**src/rtl/tt_um_lif_neuron_pkg.sv**
```systemverilog
// Shared constants for the LIF neuron tile: widths, config defaults, config addresses.
package tt_um_lif_neuron_pkg;

  localparam int unsigned V_W   = 8;
  localparam int unsigned SUM_W = 9;
  localparam int unsigned RC_W  = 4;
  localparam int unsigned LS_W  = 3;

  localparam logic [V_W-1:0]  TH_DEF = 8'd200;
  localparam logic [LS_W-1:0] LS_DEF = 3'd3;
  localparam logic [RC_W-1:0] RP_DEF = 4'd4;
  localparam logic [V_W-1:0]  VR_DEF = 8'd0;

  typedef enum logic [1:0] {
    CFG_TH = 2'd0,
    CFG_LS = 2'd1,
    CFG_RP = 2'd2,
    CFG_VR = 2'd3
  } cfg_addr_e;

endpackage

```
**src/rtl/tt_um_lif_neuron_lif_core.sv**
```systemverilog
// Membrane state, leak/integrate/saturate/fire datapath and refractory counter.
module lif_core
  import tt_um_lif_neuron_pkg::*;
(
  input  logic            clk,
  input  logic            rst,
  input  logic            en_i,
  input  logic [V_W-1:0]  cur_i,
  input  logic [V_W-1:0]  th_i,
  input  logic [LS_W-1:0] ls_i,
  input  logic [RC_W-1:0] rp_i,
  input  logic [V_W-1:0]  vr_i,
  output logic [V_W-1:0]  v_o,
  output logic            spike_o,
  output logic            sat_o,
  output logic            refr_o
);

  logic [V_W-1:0]   v_q, v_d;
  logic [RC_W-1:0]  rc_q, rc_d;
  logic             spike_q, spike_d;
  logic             sat_q, sat_d;
  logic             refr_q, refr_d;
  logic [SUM_W-1:0] sum;
  logic [V_W-1:0]   clamped;

  // Next-state: hold unless enabled; refractory cycles pin V to VR, else integrate and fire.
  always_comb begin
    v_d     = v_q;
    rc_d    = rc_q;
    spike_d = 1'b0;
    sat_d   = sat_q;
    sum     = SUM_W'(v_q) - SUM_W'(v_q >> ls_i) + SUM_W'(cur_i);
    clamped = sum[SUM_W-1] ? {V_W{1'b1}} : sum[V_W-1:0];
    if (en_i) begin
      if (rc_q != '0) begin
        rc_d  = rc_q - RC_W'(1);
        v_d   = vr_i;
        sat_d = 1'b0;
      end else begin
        sat_d = sum[SUM_W-1];
        if (clamped >= th_i) begin
          spike_d = 1'b1;
          v_d     = vr_i;
          rc_d    = rp_i;
        end else begin
          v_d = clamped;
        end
      end
    end
    refr_d = (rc_d != '0);
  end

  // State and flag registers with synchronous reset.
  always_ff @(posedge clk) begin
    if (rst) begin
      v_q     <= '0;
      rc_q    <= '0;
      spike_q <= 1'b0;
      sat_q   <= 1'b0;
      refr_q  <= 1'b0;
    end else begin
      v_q     <= v_d;
      rc_q    <= rc_d;
      spike_q <= spike_d;
      sat_q   <= sat_d;
      refr_q  <= refr_d;
    end
  end

  assign v_o     = v_q;
  assign spike_o = spike_q;
  assign sat_o   = sat_q;
  assign refr_o  = refr_q;

endmodule

```
**src/rtl/tt_um_lif_neuron.sv**
```systemverilog
// Tiny Tapeout tile: config register file, control decode and pin mapping around lif_core.
module tt_um_lif_neuron
  import tt_um_lif_neuron_pkg::*;
(
  input  logic       clk,
  input  logic       rst,
  input  logic [7:0] ui_in,
  input  logic [7:0] uio_in,
  output logic [7:0] uo_out,
  output logic [7:0] uio_out,
  output logic [7:0] uio_oe
);

  logic            cfg_we;
  logic            run;
  cfg_addr_e       cfg_addr;
  logic [V_W-1:0]  th_q, th_d;
  logic [LS_W-1:0] ls_q, ls_d;
  logic [RC_W-1:0] rp_q, rp_d;
  logic [V_W-1:0]  vr_q, vr_d;
  logic [V_W-1:0]  v;
  logic            spike;
  logic            sat;
  logic            refr;
  logic            unused_ok;

  assign cfg_we    = uio_in[7];
  assign run       = uio_in[6];
  assign cfg_addr  = cfg_addr_e'(uio_in[5:4]);
  assign unused_ok = ^uio_in[3:0];

  // Config write decode; only the addressed register changes.
  always_comb begin
    th_d = th_q;
    ls_d = ls_q;
    rp_d = rp_q;
    vr_d = vr_q;
    if (cfg_we) begin
      case (cfg_addr)
        CFG_TH: th_d = ui_in;
        CFG_LS: ls_d = ui_in[LS_W-1:0];
        CFG_RP: rp_d = ui_in[RC_W-1:0];
        CFG_VR: vr_d = ui_in;
        default: ;
      endcase
    end
  end

  // Config registers return to their defaults on reset.
  always_ff @(posedge clk) begin
    if (rst) begin
      th_q <= TH_DEF;
      ls_q <= LS_DEF;
      rp_q <= RP_DEF;
      vr_q <= VR_DEF;
    end else begin
      th_q <= th_d;
      ls_q <= ls_d;
      rp_q <= rp_d;
      vr_q <= vr_d;
    end
  end

  lif_core u_core (
    .clk     (clk),
    .rst     (rst),
    .en_i    (run & ~cfg_we),
    .cur_i   (ui_in),
    .th_i    (th_q),
    .ls_i    (ls_q),
    .rp_i    (rp_q),
    .vr_i    (vr_q),
    .v_o     (v),
    .spike_o (spike),
    .sat_o   (sat),
    .refr_o  (refr)
  );

  assign uo_out  = v;
  assign uio_out = {5'b0, sat, refr, spike};
  assign uio_oe  = 8'h0F;

endmodule

```
**config.mk**
```make
export PLATFORM = sky130hd
export DESIGN_NAME = tt_um_lif_neuron
export DESIGN_NICKNAME = d
export VERILOG_FILES = /design/src/rtl/tt_um_lif_neuron_pkg.sv /design/src/rtl/tt_um_lif_neuron_lif_core.sv /design/src/rtl/tt_um_lif_neuron.sv
export SDC_FILE = /design/constraint.sdc
export NUM_CORES = 1
export LEC_CHECK = 0
export CAP_MARGIN = 20
export CORE_ASPECT_RATIO = 1.1
export CORE_UTILIZATION = 40
export CTS_CLUSTER_DIAMETER = 60
export DETAILED_ROUTE_END_ITERATION = 7
export GPL_TIMING_DRIVEN = 0
export PLACE_DENSITY = 0.74
export SLEW_MARGIN = 0
export SYNTH_ARGS = -nofsm -noshare
export SYNTH_HDL_FRONTEND = slang
export SYNTH_SLANG_ARGS = --single-unit
```
**constraint.sdc**
```tcl
create_clock -name clk -period 11.4 [get_ports clk]
set_input_delay 1.71 -clock clk [delete_from_list [all_inputs] [get_ports clk]]
set_output_delay 1.71 -clock clk [all_outputs]
set_load 0.01 [all_outputs]
```
==> key figures, run 1 <==
Clock network
  • Clock buffer count from CTS: 5
  • Clk slew on worst S/H paths: 0.08 ns
  • Post-CTS Setup Inserts: 0
  • Maximum clock path buffer count: 2
  • Hold_buf cts: 0
  • Worst-Skew Late Latency: 0.28 ns
  • H-tree Lvls: 2
  • Post-CTS sizing: 0
  • Clk sinks: 38
  • CTS tree: done
  • Root Buffer: clkbuf_8

Drt
  • Post-route DRC: 0
  • Vias/cell: 5.13
  • Met2 wire length: 3.12 mm
  • TritonRoute pass-1 iters: 4
  • 1st-iter DRT viols: 123
  • WL/cell: 13.1 µm
  • Routed Antenna Nets: 0
  • Top Layer Used: met4
  • Via count: 2402
  • Met3 WL: 250 µm
  • Drt total wl: 6.13 mm
  • Met1 Routed Length: 2.70 mm

Finish
  • Multi-input gate area: 1630 µm²
  • FILL cells: 653
  • Final instance area: 3200 µm²
  • Sequential cell area: 761 µm²
  • Layout cells sized above 1: 10.1%
  • Antenna diodes: 0
  • NumNets Final: 430
  • Layout Area Growth over Synthesis: 17.4%

Timing
  • Crit share post-route: 56.1%
  • Tmin final: 6.39 ns
  • Clock Skew: 0.00753 ns
  • Slew @ Worst Pin: 0.823 ns
  • Final setup fails: 0
  • Normalized max-slew margin: 45.0%
  • FMAX: 0.156 GHz
  • Setup TNS: 0 ns
  • Hold_ws: 0.459 ns
  • Slew Viols, Final: 0
  • Final Hold Fails: 0
  • Unrepaired setup endpoints after global routing: no

Synthesis
  • Synth warnings: 0
  • Area contributors post-synth: dfxtp_1 (28%), ha_1 (8.7%), nor2_1 (6.6%), inv_1 (6.5%), fa_1 (5.9%)
  • Combinational family with the most area after synthesis: compound AO/OA/AOI/OAI gates
  • Post-synthesis adder-cell area fraction: 14.6%
  • Cell variety after synth: 46
  • Post-synthesis sequential area ratio: 27.9%
  • Synth area leader: dfxtp_1
  • Main flop type after synthesis: dfxtp_1
  • Syn avg cell area: 7.95 µm²
  • FFs w/ async S/R, synth: 0%
  • Yosys top cell area share: 27.9%
  • EDFF count, synth: 0
  • Post-Synth Simple-Gate Area: 16.8%
  • Cell Area, Synth: 2730 µm²
  • Multiplexer area fraction after synthesis: 4.77%
  • XOR/XNOR Fraction of Synth Area: 1.56%
  • Complex-gate fraction of the synthesized area: 20.4%
  • Syn Inst Count: 343
  • #FFs+latches synth: 38

Critical path
  • CP Max Fanout: 10
  • CP max-delay cell: fa_1
  • CP top delay family: compound AO/OA/AOI/OAI gates
  • Data required, critical path: 11.57 ns
  • Cells along the critical path: clkdlybuf4s50_1 -> inv_1 -> fa_1 -> inv_1 -> ha_1 -> nor2b_1 -> o31a_1 -> o22ai_1 -> xor2_2 -> nor2_1 -> ha_1 -> nand2b_4 -> a2111o_1 -> a31oi_1 -> a21oi_2 -> mux2i_1 -> a2111o_1
  • CP bufs+invs: 3
  • Critical Path End Type: flip-flop
  • CP Data Arrival Time: 6.56 ns
  • WS Path Type: in -> reg
  • Largest stage delay on the critical path: 0.55 ns
  • Worst setup SP type: input port

Place
  • Placed Area: 3110 µm²
  • IO buf count: 24
  • Placer Congestion: 0.904
  • HPWL after DPL: 4.99 mm

Floorplan
  • Starting Density: 41.3%
  • Area of the die: 7150 µm²
  • Core footprint: 6590 µm²
  • Die Y: 88.6 µm
  • Rows: 31
  • Die width: 80.7 µm
  • Ports: 42

Global routing
  • Largest net degree at the start of global routing: 12
  • Gr usage total: 17.9%
  • Initial antenna violation count: 0
  • First-pass GRT wire length: 9.79 mm
  • Remaining global-route overflow: 0
  • Vias in the first global route: 2143

Pwr
  • Total Power: 651 µW
  • Clock power share: 14.4%
  • Internal Power: 372 µW
  • P_sw: 279 µW
  • Comb power frac: 60.3%
  • Static leakage: 0.00142 µW
  • Switch share: 42.8%
  • VDD IR max: 0.104 mV
  • Sequential share of power: 25.4%
  • Pwr/cell area: 203 nW/µm²

Job
  • Max-cap violation count: 0

Run status
  • Status: finished, final reports clean

Min path
  • Hold crit path type: reg -> reg
## kinds of logic after synthesis
logic type                 after synthesis
AOI/OAI and AO/OA                       87
xor gates and xnor gates                 4
adders and majority gates               27
buffers and inverters                   76
DFF                                     38
muxes                                   13
other                                    2
and+or+nand+nor                         96
## layout by cell type (no fill, tap or decap), drive strengths merged, types with 7 or more instances in the layout
| cell | n |
|---|---|
| nand3 | 7 |
| a22oi | 9 |
| dfxtp | 38 |
| mux2i | 13 |
| inv | 47 |
| fa | 8 |
| nor2 | 48 |
| o21ai | 17 |
| a21oi | 25 |
| clkdlybuf4s50 | 24 |
| nand2 | 17 |
| ha | 19 |
| conb | 13 |
| clkbuf | 18 |
| o22ai | 11 |
| o211ai | 7 |
| buf | 18 |
## metal layers
layer / up-vias / track usage [%]
li1: 1214 / -
met1: 1120 / 22.3
met2: 62 / 31.7
met3: 6 / 2.78
met4: 0 / 5.19
met5: - / 0
## worst register-to-register path, delay by kind of cell (launching register included)
family	cells	cell delay (ns)
buf+inv	2	0.60
fa+ha+maj	3	1.29
simple gates	4	0.54
flops	1	0.32
xor+xnor	1	0.46
mux	1	0.18
compound gates	9	2.17
## final timing paths
check	from	to	slack (ns)	depth (start not counted)
min	u_core.sat_o	u_core.sat_o	0.46	2
max reg2reg	ls_q[1]	u_core.refr_o	5.72	20
min reg2reg	u_core.sat_o	u_core.sat_o	0.46	2
max	ui_in[2]	u_core.refr_o	5.01	17
## registers in the layout, indices dropped and copies added (netlist names)
| signal | cells |
|---|---|
| u_core.rc_q | 4 |
| ls_q | 3 |
| rp_q | 4 |
| th_q | 8 |
| u_core.refr_o | 1 |
| u_core.spike_o | 1 |
| u_core.sat_o | 1 |
| u_core.v_o | 8 |
| vr_q | 8 |
## stage by stage
stage / std cells / util, % / setup WS, ns
final: 468 / 48.6 / 5.01
after global routing: 468 / 48.6 / 4.75
after CTS: 468 / 48.6 / 5.02
after detailed placement: 460 / 47.2 / 4.69
after global placement: 460 / 47.2 / 4.70
after floorplan: 354 / - / 5.86
## cell usage after synthesis (all sizes together), types with 3 or more instances
library cell and count:
a21oi 25, a22oi 9, a31oi 3, buf 18, clkbuf 11, dfxtp 38
fa 8, ha 19, inv 47, mux2i 13, nand2 17, nand3 7
nand3b 3, nor2 48, nor2b 5, o211ai 7, o21a 4, o21ai 17
o22ai 11, or3 3
## final cells by class
type | count | share of cell area (%)
Buffer | 29 | 6.14
Inverter | 47 | 5.51
Tap cell | 82 | 3.20
Clock buffer | 7 | 2.70
Timing Repair Buffer | 24 | 7.50
Clock inverter | 1 | 0.156
Multi-Input combinational cell | 240 | 51.0
Sequential cell | 38 | 23.8
## power groups by stage
stage | clock [µW] | sequential (µW) | combinational [µW]
floorplan | 0 | 166 | 288
global placement | 0 | 167 | 378
detailed placement | 0 | 168 | 389
CTS | 95.8 | 165 | 390
global route | 102 | 167 | 438
finish | 93.6 | 165 | 392
Power figures use the tool's default switching activity.
==> run 2, diff against run 1 <==
clock period = 6.1 ns   (was 11.4 ns; I/O delays follow)
==> key figures, run 2 (synthesized netlist as in run 1, its figures left out) <==
Run status
  • Status: finished, final reports clean

Critical path
  • FF-to-FF setup slack: 0.41 ns (-5.31 ns)
  • Critical Path End Type: flip-flop
  • CP Max Fanout: 10 (unchanged)
  • Reg2Reg Capture Point: u_core.refr_o
  • End of the critical path: u_core.refr_o
  • Data required, critical path: 6.27 ns (-5.30 ns)
  • R2R cell count: 20 (unchanged)
  • CP Launch Point: ls_q[1]
  • WS Path Type: reg -> reg
  • Worst setup SP type: flip-flop
  • R2R Path Start: ls_q[1]
  • CP Data Arrival Time: 5.86 ns (-0.70 ns)

Min path
  • Hold crit path type: reg -> reg

Finish
  • NumNets Final: 430 (unchanged)
  • FILL cells: 651 (-0.31%)
  • Most frequent cells in the layout: nor2_1 (48), inv_1 (47), dfxtp_1 (38)
  • Layout Area Growth over Synthesis: 17.7%
  • Post-Layout Cell Count: 468 (unchanged)
  • Layout cells sized above 1: 10.1% (unchanged)
  • Most common cell after layout, fill and taps aside: nor2_1
  • Antenna diodes: 0 (unchanged)

Drt
  • Vias/cell: 5.20 (+1.4%)
  • WL/cell: 13.1 µm (about the same)
  • Post-route DRC: 0 (unchanged)
  • Via count: 2435 (+1.4%)
  • 1st-iter DRT viols: 117 (-4.9%)
  • TritonRoute pass-1 iters: 4 (unchanged)
  • Routed Antenna Nets: 0 (unchanged)
  • Drt total wl: 6.12 mm (about the same)

Floorplan
  • Starting Density: 41.3% (unchanged)
  • Die width: 80.7 µm (unchanged)
  • Area of the die: 7150 µm² (unchanged)
  • Ports: 42 (unchanged)
  • Rows: 31 (unchanged)
  • Core footprint: 6590 µm² (unchanged)
  • Die Y: 88.6 µm (unchanged)

Global routing
  • Gr usage total: 17.9% (unchanged)
  • Initial antenna violation count: 0 (unchanged)
  • Largest net degree at the start of global routing: 12 (unchanged)
  • Remaining global-route overflow: 0 (unchanged)
  • Vias in the first global route: 2143 (unchanged)
  • First-pass GRT wire length: 9.79 mm (unchanged)

Timing
  • Setup TNS: 0 ns (unchanged)
  • Final setup fails: 0 (unchanged)
  • Slew Viols, Final: 0 (unchanged)
  • Slew @ Worst Pin: 0.835 ns (+0.0120 ns)
  • Final Hold Fails: 0 (unchanged)
  • Tmin final: 5.69 ns
  • Crit share post-route: 93.3%
  • Normalized max-slew margin: 44.2% (-0.80 points)
  • Unrepaired setup endpoints after global routing: no
  • Clock Skew: 0.00591 ns (-0.00162 ns)
  • FMAX: 0.176 GHz

Place
  • IO buf count: 24 (unchanged)
  • Placer Congestion: 0.904 (unchanged)
  • DP Cell Count: 460 (unchanged)
  • HPWL after DPL: 4.99 mm (unchanged)

Clock network
  • Worst-Skew Late Latency: 0.28 ns (about the same)
  • Root Buffer: clkbuf_8
  • Clk slew on worst S/H paths: 0.07 ns (about the same)
  • H-tree Lvls: 2 (unchanged)
  • Clk sinks: 38 (unchanged)
  • Clock buffer count from CTS: 5 (unchanged)
  • CTS tree: done
  • Maximum clock path buffer count: 2 (unchanged)
  • Post-CTS Setup Inserts: 0 (unchanged)

Pwr
  • Pwr/cell area: 381 nW/µm² (+87%)
  • Static leakage: 0.00142 µW (about the same)
  • VDD IR max: 0.201 mV (+93%)

Job
  • Max-cap violation count: 0 (unchanged)
[run 2: cell counts in the layout (fill, tap and decap cells not counted)]
Identical to the previous run, type by type.
[run 2: per-layer routing]
metal | routed length (µm) | global-route usage (%) | share of wire [%] | up-vias
met5 | 0 | 0 | 0 | -
met4 | 54 | 5.19 | 0.88 | 0
met3 | 263 | 2.78 | 4.3 | 6
met2 | 3150 | 31.7 | 51 | 64
met1 | 2650 | 22.3 | 43 | 1152
li1 | - | - | - | 1213
[run 2: critical path: stages (launching register included)]
cell and delay, ns:
dfxtp_1 0.32, clkbuf_1 0.25, clkbuf_1 0.35, nand2_1 0.08
o21ai_0 0.11, o21ai_0 0.10, o21ai_0 0.24, fa_1 0.51
fa_1 0.48, nor2b_1 0.18, o31a_1 0.21, o22ai_1 0.15
xor2_2 0.47, nor2_1 0.15, ha_1 0.30, nand2b_4 0.14
a2111o_1 0.42, a31oi_1 0.39, a21oi_4 0.19, mux2i_1 0.17
a2111o_1 0.39
[run 2: worst min path at each step]
| stage | start | endpoint | slack, ns | cells past startpoint |
|---|---|---|---|---|
| finish | u_core.sat_o | u_core.sat_o | 0.46 | 2 |
| CTS | u_core.sat_o | u_core.sat_o | 0.46 | 2 |
| global placement | u_core.sat_o | u_core.sat_o | 0.45 | 2 |
| global route | u_core.sat_o | u_core.sat_o | 0.48 | 2 |
| floorplan | u_core.sat_o | u_core.sat_o | 0.43 | 2 |
| detailed placement | u_core.sat_o | u_core.sat_o | 0.45 | 2 |
[run 2: where the power goes]
part           internal, µW  leakage (µW)  switching, µW
logic                   328       0.00107            412
clock network          91.1     0.0000482           82.9
registers               279      0.000310           29.6
total                   698       0.00142            525
[run 2: per-stage QoR]
step	util, %	power, µW	setup slack [ns]	hold WS [ns]	instance area [µm²]
after CTS	48.6	1220	0.457	0.460	3200
after global routing	48.7	1330	0.0650	0.482	3210
after detailed placement	47.2	1040	0.189	0.450	3110
after floorplan	-	850	1.29	0.432	2770
after global placement	47.2	1020	0.191	0.450	3110
final	48.7	1220	0.406	0.458	3210
[run 2: timing repair]
| action | in CTS | in global routing |
|---|---|---|
| hold buffers | 0 | 0 |
| endpoints found under the setup margin | 0 | 1 |
| endpoints found under the hold margin | 0 | 0 |
| resized for setup | 0 | 1 |
[run 2: area by class of cell]
cell class              count  area (µm²)  area share [%]
inverters                  47         176            5.50
multi-input cells         240        1640            51.1
clock inverters             1        5.00           0.156
clock buffers               7        86.3            2.69
well taps                  82         103            3.20
flip-flops and latches     38         761            23.7
plain buffers              29         196            6.12
repair buffers             24         240            7.49
==> run 3, diff against run 2 <==
HOLD_SLACK_MARGIN = 0.08   (was unset)
==> results of run 3 <==
Same layout as run 2: the final DEF is identical, and so are final timing and power.
